`src/rtl/noc_output_port_allocator.sv`:
```
// Output-port switch allocator for a 5-port wormhole NOC router.
// Rotating round-robin between packets, grant held for a whole packet,
// downstream buffer credits tracked locally with a sticky overflow flag.
module noc_output_port_allocator #(
  parameter int PORT_ID   = 2,
  parameter int BUF_DEPTH = 4,
  parameter int CW        = $clog2(BUF_DEPTH + 1)
) (
  input  logic          clk,
  input  logic          reset,
  input  logic [4:0]    req_valid_i,
  input  logic [14:0]   nexthop_addr_i,
  input  logic [4:0]    flit_tail_i,
  input  logic          credit_return_i,
  output logic [4:0]    grant_o,
  output logic [2:0]    xbar_sel_o,
  output logic          xbar_valid_o,
  output logic [CW-1:0] credit_count_o,
  output logic          busy_o,
  output logic          credit_err_o
);

  localparam logic [0:0]    IDLE     = 1'b0;
  localparam logic [0:0]    LOCKED   = 1'b1;
  localparam logic [2:0]    SELF     = 3'(PORT_ID);
  localparam logic [4:0]    NOT_SELF = ~(5'b00001 << PORT_ID);
  localparam logic [2:0]    PTR_RST  = (PORT_ID == 0) ? 3'd1 : 3'd0;
  localparam logic [CW-1:0] FULL     = CW'(BUF_DEPTH);

  // Next index after idx in the 4 -> 0 ring, never landing on this port.
  function automatic logic [2:0] next_idx(input logic [2:0] idx);
    logic [2:0] n;
    n = (idx >= 3'd4) ? 3'd0 : idx + 3'd1;
    if (n == SELF) begin
      n = (n >= 3'd4) ? 3'd0 : n + 3'd1;
    end
    return n;
  endfunction

  logic [0:0]    state_reg, state_next;
  logic [2:0]    ptr_reg, ptr_next;
  logic [2:0]    owner_reg, owner_next;
  logic [CW-1:0] credit_reg, credit_next;
  logic          err_reg, err_next;

  logic [4:0]    match;
  logic          found;
  logic [2:0]    win_idx;
  logic          grant_valid;
  logic [2:0]    grant_idx;
  logic          grant_tail;

  // Head-flit eligibility: valid request whose next hop is this port.
  genvar gi;
  generate
    for (gi = 0; gi < 5; gi++) begin : g_elig
      assign match[gi] = req_valid_i[gi] & NOT_SELF[gi] &
                         (nexthop_addr_i[3*gi +: 3] == SELF);
    end
  endgenerate

  // Round-robin search starting at ptr, wrapping modulo 5.
  always_comb begin
    logic [3:0] sum;
    logic [2:0] idx;
    found   = 1'b0;
    win_idx = 3'd0;
    for (int k = 0; k < 5; k++) begin
      sum = {1'b0, ptr_reg} + 4'(k);
      if (sum >= 4'd5) begin
        sum = sum - 4'd5;
      end
      idx = sum[2:0];
      if (!found && match[idx]) begin
        found   = 1'b1;
        win_idx = idx;
      end
    end
  end

  // Grant decision: owner while locked, arbiter winner while idle, never without credit.
  always_comb begin
    grant_valid = 1'b0;
    grant_idx   = 3'd0;
    if (credit_reg != '0 && reset) begin
      if (state_reg == LOCKED) begin
        grant_valid = req_valid_i[owner_reg];
        grant_idx   = owner_reg;
      end else begin
        grant_valid = found;
        grant_idx   = win_idx;
      end
    end
    grant_tail = grant_valid & flit_tail_i[grant_idx];
  end

  // Output drive: one-hot grant and matching crossbar select.
  always_comb begin
    grant_o        = grant_valid ? (5'b00001 << grant_idx) : 5'b00000;
    xbar_sel_o     = grant_valid ? grant_idx : 3'd0;
    xbar_valid_o   = grant_valid;
    credit_count_o = credit_reg;
    busy_o         = (state_reg == LOCKED);
    credit_err_o   = err_reg;
  end

  // Packet lock and priority pointer updates on each granted flit.
  always_comb begin
    state_next = state_reg;
    ptr_next   = ptr_reg;
    owner_next = owner_reg;
    if (grant_valid) begin
      if (grant_tail) begin
        state_next = IDLE;
        ptr_next   = next_idx(grant_idx);
      end else begin
        state_next = LOCKED;
        owner_next = grant_idx;
      end
    end
  end

  // Credit accounting: grant consumes, return refunds, both cancel out.
  always_comb begin
    credit_next = credit_reg;
    err_next    = err_reg;
    case ({grant_valid, credit_return_i})
      2'b10: credit_next = credit_reg - CW'(1);
      2'b01: begin
        if (credit_reg == FULL) begin
          err_next = 1'b1;
        end else begin
          credit_next = credit_reg + CW'(1);
        end
      end
      default: credit_next = credit_reg;
    endcase
  end

  // State registers; reset drops any lock and refills credits.
  always_ff @(posedge clk or negedge reset) begin
    if (!reset) begin
      state_reg  <= IDLE;
      ptr_reg    <= PTR_RST;
      owner_reg  <= 3'd0;
      credit_reg <= FULL;
      err_reg    <= 1'b0;
    end else begin
      state_reg  <= state_next;
      ptr_reg    <= ptr_next;
      owner_reg  <= owner_next;
      credit_reg <= credit_next;
      err_reg    <= err_next;
    end
  end

endmodule

```
`config.mk`:
```
export PLATFORM = sky130hd
export DESIGN_NAME = noc_output_port_allocator
export DESIGN_NICKNAME = d
export VERILOG_FILES = /design/src/rtl/noc_output_port_allocator.sv
export SDC_FILE = /design/constraint.sdc
export NUM_CORES = 1
export LEC_CHECK = 0
export CAP_MARGIN = 20
export CELL_PAD_IN_SITES_DETAIL_PLACEMENT = 0
export CELL_PAD_IN_SITES_GLOBAL_PLACEMENT = 2
export CORE_MARGIN = 2
export CORE_UTILIZATION = 34
export CTS_CLUSTER_SIZE = 12
export DETAILED_ROUTE_END_ITERATION = 10
export DONT_BUFFER_PORTS = 1
export PLACE_DENSITY_LB_ADDON = 0.1
export SKIP_CTS_REPAIR_TIMING = 1
export SYNTH_ARGS = -nofsm -noshare
export SYNTH_HDL_FRONTEND = slang
export SYNTH_SLANG_ARGS = --single-unit
```
`constraint.sdc`:
```
create_clock -name clk -period 4.47 [get_ports clk]
set_clock_uncertainty 0.1 [all_clocks]
set_input_delay 0.447 -clock clk [delete_from_list [all_inputs] [get_ports clk]]
set_output_delay 0.447 -clock clk [all_outputs]
set_load 0.02 [all_outputs]
```
Yosys cells after proc, flatten, opt, wreduce, memory -nomap -nowiden
Cells that the tools add are included.
{"block": "totals", "ff_bits": 11, "latch_bits": 0, "mem_bits_rw": 0, "romBits": 0, "input_bits": 28, "output_inout_bits": 14, "elab_cells": 104, "mem_count": 0}
{"block": "op_classes", "addsub": 13, "multipliers": 0, "n_div": 0, "magnitude_cmp": 14, "eq_ne": 9, "n_shift": 1, "mux": 41, "bitwise_logic": 6, "n_reduce_logical": 15}
{"operator": "3-bit 2-to-1 mux", "n": 17}
{"operator": "3-bit by 4-bit less-than comparator with 1-bit output, second input constant", "n": 7}
{"operator": "1-bit binary-select mux with 3-bit select", "n": 7}
{"operator": "4-bit by 3-bit greater-or-equal comparator with 1-bit output, second input constant", "n": 4}
{"operator": "3-bit by 2-bit == test with 1-bit output, second input constant", "n": 5}
{"operator": "1-bit 2-to-1 mux", "n": 15}
{"operator": "3-bit subtractor, second input constant", "n": 5}
{"operator": "3-bit by 1-bit adder with 3-bit output, second input constant", "n": 3}
{"operator": "3-bit greater-or-equal comparator, second input constant", "n": 3}
{"operator": "3-bit by 2-bit adder with 4-bit output, second input constant", "n": 2}
{"operator": "2-bit AND reduction", "n": 4}
{"operator": "3-bit one-hot mux with 2 select lines", "n": 1}
{"operator": "1-bit bitwise AND", "n": 5}
{"operator": "1-bit logical AND", "n": 5}
{"operator": "5-bit 2-to-1 mux", "n": 1}
{"operator": "1-bit by 3-bit left shift with 5-bit output, first input constant", "n": 1}
{"operator": "3-bit by 1-bit adder with 4-bit output, second input constant", "n": 1}
{"operator": "3-bit by 3-bit adder with 4-bit output, second input constant", "n": 1}
{"operator": "1-bit zero test", "n": 4}
{"operator": "3-bit == test, second input constant", "n": 1}
{"operator": "3-bit nonzero test", "n": 1}
{"operator": "3-bit by 1-bit subtractor with 3-bit output, second input constant", "n": 1}
{"operator": "2-bit by 1-bit == test with 1-bit output, second input constant", "n": 1}
{"operator": "2-bit == test, second input constant", "n": 1}
{"operator": "other kinds (3)", "n": 3}

Longest topological paths before layout
{"block": "depth", "ltp_word": 24, "mapped_depth": 19}

Worst setup path before layout
OpenSTA, ideal clock, no wires.
{"block": "synth_path", "path_kind": "flip-flop to flip-flop", "from": "register ptr_reg[0]", "to": "register ptr_reg[2]", "arrival_time_ns": 4.257, "slack_ns": 0.026, "stages_incl_launch_ff": 19, "path_buffers": 2, "path_cell_list": "dfrtp_1 buf_2 inv_1 ha_1 ha_1 buf_2 a211oi_1 o21ai_0 a21o_1 a211oi_2 a21boi_2 mux2i_1 o311a_2 a22oi_4 inv_1 ha_1 ha_1 or4_1 o211ai_1"}
{"block": "synth_via", "elab_chain_len": 24}
{"item": "from (decl)", "line": "41", "rtl": "logic [2:0] ptr_reg, ptr_next;"}
{"item": "from (signal assigned)", "line": "150", "rtl": "ptr_reg <= ptr_next;"}
{"item": "branches (longest 16 deep; another with 3-bit by 1-bit adder with 4-bit output)"}
{"item": "3-bit 2-to-1 mux *", "line": "74", "rtl": "if (!found && match[idx]) begin"}
{"item": "3-bit 2-to-1 mux *", "line": "86", "rtl": "if (state_reg == LOCKED) begin"}
{"item": "3-bit 2-to-1 mux *", "line": "85", "rtl": "if (credit_reg != '0 && reset) begin"}
{"item": "net grant_idx[0]", "line": "50", "rtl": "logic [2:0] grant_idx;"}
{"item": "3-bit by 1-bit adder with 3-bit output / 3-bit greater-or-equal comparator (equally long branches)", "line": "33", "rtl": "n = (idx >= 3'd4) ? 3'd0 : idx + 3'd1;"}
{"item": "3-bit 2-to-1 mux", "line": "33"}
{"item": "3-bit by 1-bit adder with 3-bit output / 3-bit greater-or-equal comparator (equally long branches)", "line": "35", "rtl": "n = (n >= 3'd4) ? 3'd0 : n + 3'd1;"}
{"item": "3-bit 2-to-1 mux", "line": "35"}
{"item": "3-bit 2-to-1 mux", "line": "34", "rtl": "if (n == SELF) begin"}
Mark *: on every way through the listed nets, which the timed path passes. The select of a mux whose other input is x is not followed.
A chain may end at the register's enable or synchronous reset.

Worst setup path in the final report
{"block": "layout_path", "from": "register ptr_reg[1]", "to": "output grant_o[3]"}
{"block": "layout_via", "elab_chain_len": 21}
{"item": "branches (longest 16 deep; another with 3-bit by 1-bit adder with 4-bit output)"}
{"item": "3-bit 2-to-1 mux *", "line": "74"}
{"item": "3-bit 2-to-1 mux *", "line": "86"}
{"item": "3-bit 2-to-1 mux *", "line": "85"}
{"item": "net grant_idx[0]", "line": "50"}
{"item": "1-bit by 3-bit left shift with 5-bit output *", "line": "99", "rtl": "grant_o = grant_valid ? (5'b00001 << grant_idx) : 5'b00000;"}
{"item": "5-bit 2-to-1 mux *", "line": "99"}
{"item": "to (decl)", "line": "15", "rtl": "output logic [4:0] grant_o,"}
Marked as above.

==> impl_metrics.ini <==
[run_status]
status = finished, final reports clean

[global_routing]
grt_overflow = 0
antenna_found_initial = 0
grt_use_total_pct = 18.75
grt_first_pass_wirelength_um = 9466
grt_pass1_vias = 1879
grt_max_degree = 24

[yosys]
synthCells = 235
synth_largest_area_cell = dfrtp_1
yosysTopAreaCellShare_pct = 12.85
synthFlopType = dfrtp_1
synthTopCellsByArea = dfrtp_1, ha_1, mux2i_1
synth_edf_count = 0
ys_ff_latch = 11
post_synth_num_cell_types = 72
syn_area_sq_mm = 0.001948
yosys_warnings = 0
synth.most_common_cell = nor2_1
ys_seq_area_share_pct = 14.19
synthArstFlopShare_pct = 100.0
syn_nets = 278
avgSynthCellArea_sq_um = 8.290
synth.cells.most_frequent = nor2_1, inv_1, nand2_1, o21ai_0, ha_1

[worst_setup_path]
endpoint_kind = primary output
critPathMaxFanout = 10
critPathLaunchType = register
crit_required_ns = 3.92
worst-setup-path-type = reg -> out
critPathArrivalTime_ns = 3.75

[floorplanning]
die_y_um = 79.70
rows = 27
start_util_pct = 35.38
io_pins = 42
core_sq_mm = 0.005507
die_area_sq_mm = 0.006351
chipWidth_um = 79.70

[place]
gp_congestion = 0.8561
numPortBuffers = 0
hpwlAfterDp_um = 4540
dp_cells = 317

[clock_network]
cts.clk_slew.worst_paths_ns = 0.05
cts_max_level = 1
cts_buffers = 3
cts_tree = built
clockRootBuffer = clkbuf_8
cts_buffer_depth = 2
clk-insertion-delay-late_ns = 0.24
cts_num_sinks = 11

[drt]
ant_nets = 0
routed_wl_um = 5687
viasPerCell = 5.778
num_vias = 1878
dr.pass1.iters = 4
wl_per_cell_um = 17.50
drtIter0Drc = 74
drc = 0

[timing]
worst_pin_slew_ns = 0.5593
setup_viol = 0
holdWs_ns = 0.2704
slew_headroom_pct = 62.39
timing.fmax_ghz = 0.2328
finalCriticalPeriod_ns = 4.295
drv_slew = 0
period_share_pct = 96.09
finalHoldViolCount = 0

[worst_hold_path]
hold_path_class = in -> reg

[cells_and_area]
drive_above_1_share_pct = 26.88
area_delta_synth_final_pct = 17.73
fin_nets = 297
antenna_cells = 0
final_cells = 325
n_fill_cell = 575

[power_and_ir_drop]
fin_total_pwr_uw = 438.1
p_leak_nw = 0.9862
ir_drop_uv = 273.2
power.density_mw_per_mm2 = 191.0

[job]
max_cap_viol_count = 0
## final timing paths
check | end | slack, ns | start | cells after the start
hold / removal | credit_err_o | 0.27 | credit_return_i | 1
min in group asynchronous | credit_count_o[0] | 0.51 | reset | 1
hold reg to reg | ptr_reg[1] | 0.47 | ptr_reg[1] | 1
max in group asynchronous | ptr_reg[1] | 3.38 | reset | 1
setup reg to reg | ptr_reg[2] | 0.25 | ptr_reg[1] | 16
setup / recovery | grant_o[3] | 0.17 | ptr_reg[1] | 15
## cell families after synthesis
family	share of synthesized area (%)
compound gates	30.70
simple gates	27.10
buf+inv	6.101
mux	9.248
flops	14.19
fa+ha+maj	10.40
xor+xnor	2.248
## stage by stage
stage / setup slack (ns) / util [%] / cell area [sq um] / TNS [ns]
after floorplan: 0.02635 / - / 1948 / 0
after global placement: 0.1645 / 38.60 / 2126 / 0
after detailed placement: 0.09749 / 38.60 / 2126 / 0
after CTS: -0.07224 / 39.45 / 2172 / -0.1976
after global routing: -0.02716 / 41.65 / 2293 / -0.09119
final: 0.1746 / 41.65 / 2293 / 0
## placed cells by master (no fill, tap or decap), types with 3 or more instances in the layout
cell type	Yosys	layout
nor3_1	4	4
o211ai_1	6	6
a21o_1	4	4
buf_4	0	20
nor2_1	19	19
ha_2	0	3
inv_1	16	15
xnor2_1	4	4
o31ai_4	1	3
ha_1	13	9
a211o_1	3	3
nand2_1	16	16
a21oi_1	12	12
dfrtp_1	10	9
mux2i_1	12	11
nand2b_1	5	5
o21bai_1	3	3
and2_1	4	3
nand4_1	3	3
a31oi_1	3	3
o21ai_0	14	12
a211oi_2	2	4
nor2b_1	4	4
clkbuf_8	0	3
## critical path: stages (launching register included)
cell and delay (ns):
dfrtp_2 0.44, inv_2 0.15, ha_1 0.31, ha_4 0.28, a211oi_2 0.18, nor2_1 0.12
a21o_1 0.19, a211oi_2 0.27, a21boi_2 0.23, mux2i_1 0.11, o311a_2 0.37, a22oi_4 0.18
inv_1 0.09, ha_1 0.20, ha_1 0.17, and2_2 0.21
## power breakdown
group	switching [mW]	total, mW	leakage (nW)	internal, mW
combinational	0.0953	0.172	0.847	0.0772
clock	0.0401	0.101	0.0255	0.0614
sequential	0.0474	0.164	0.114	0.117
## area by class of cell
class	count	area (sq um)	share of cell area [%]
Tap cell	72	90.09	3.928
Sequential cell	11	277.8	12.11
Clock buffer	3	41.29	1.800
Clock inverter	1	5.005	0.2182
Inverter	17	63.81	2.782
Timing Repair Buffer	23	182.7	7.965
Multi-Input combinational cell	198	1633	71.19
## layer usage
layer | routed length (um) | global-route usage [%] | vias up
li1 | - | - | 924
met2 | 2921 | 33.45 | 31
met5 | 0 | 0 | -
met3 | 115 | 1.584 | 6
met1 | 2562 | 23.59 | 917
met4 | 87 | 6.207 | 0
No activity file was read; power rests on OpenSTA's default activity.
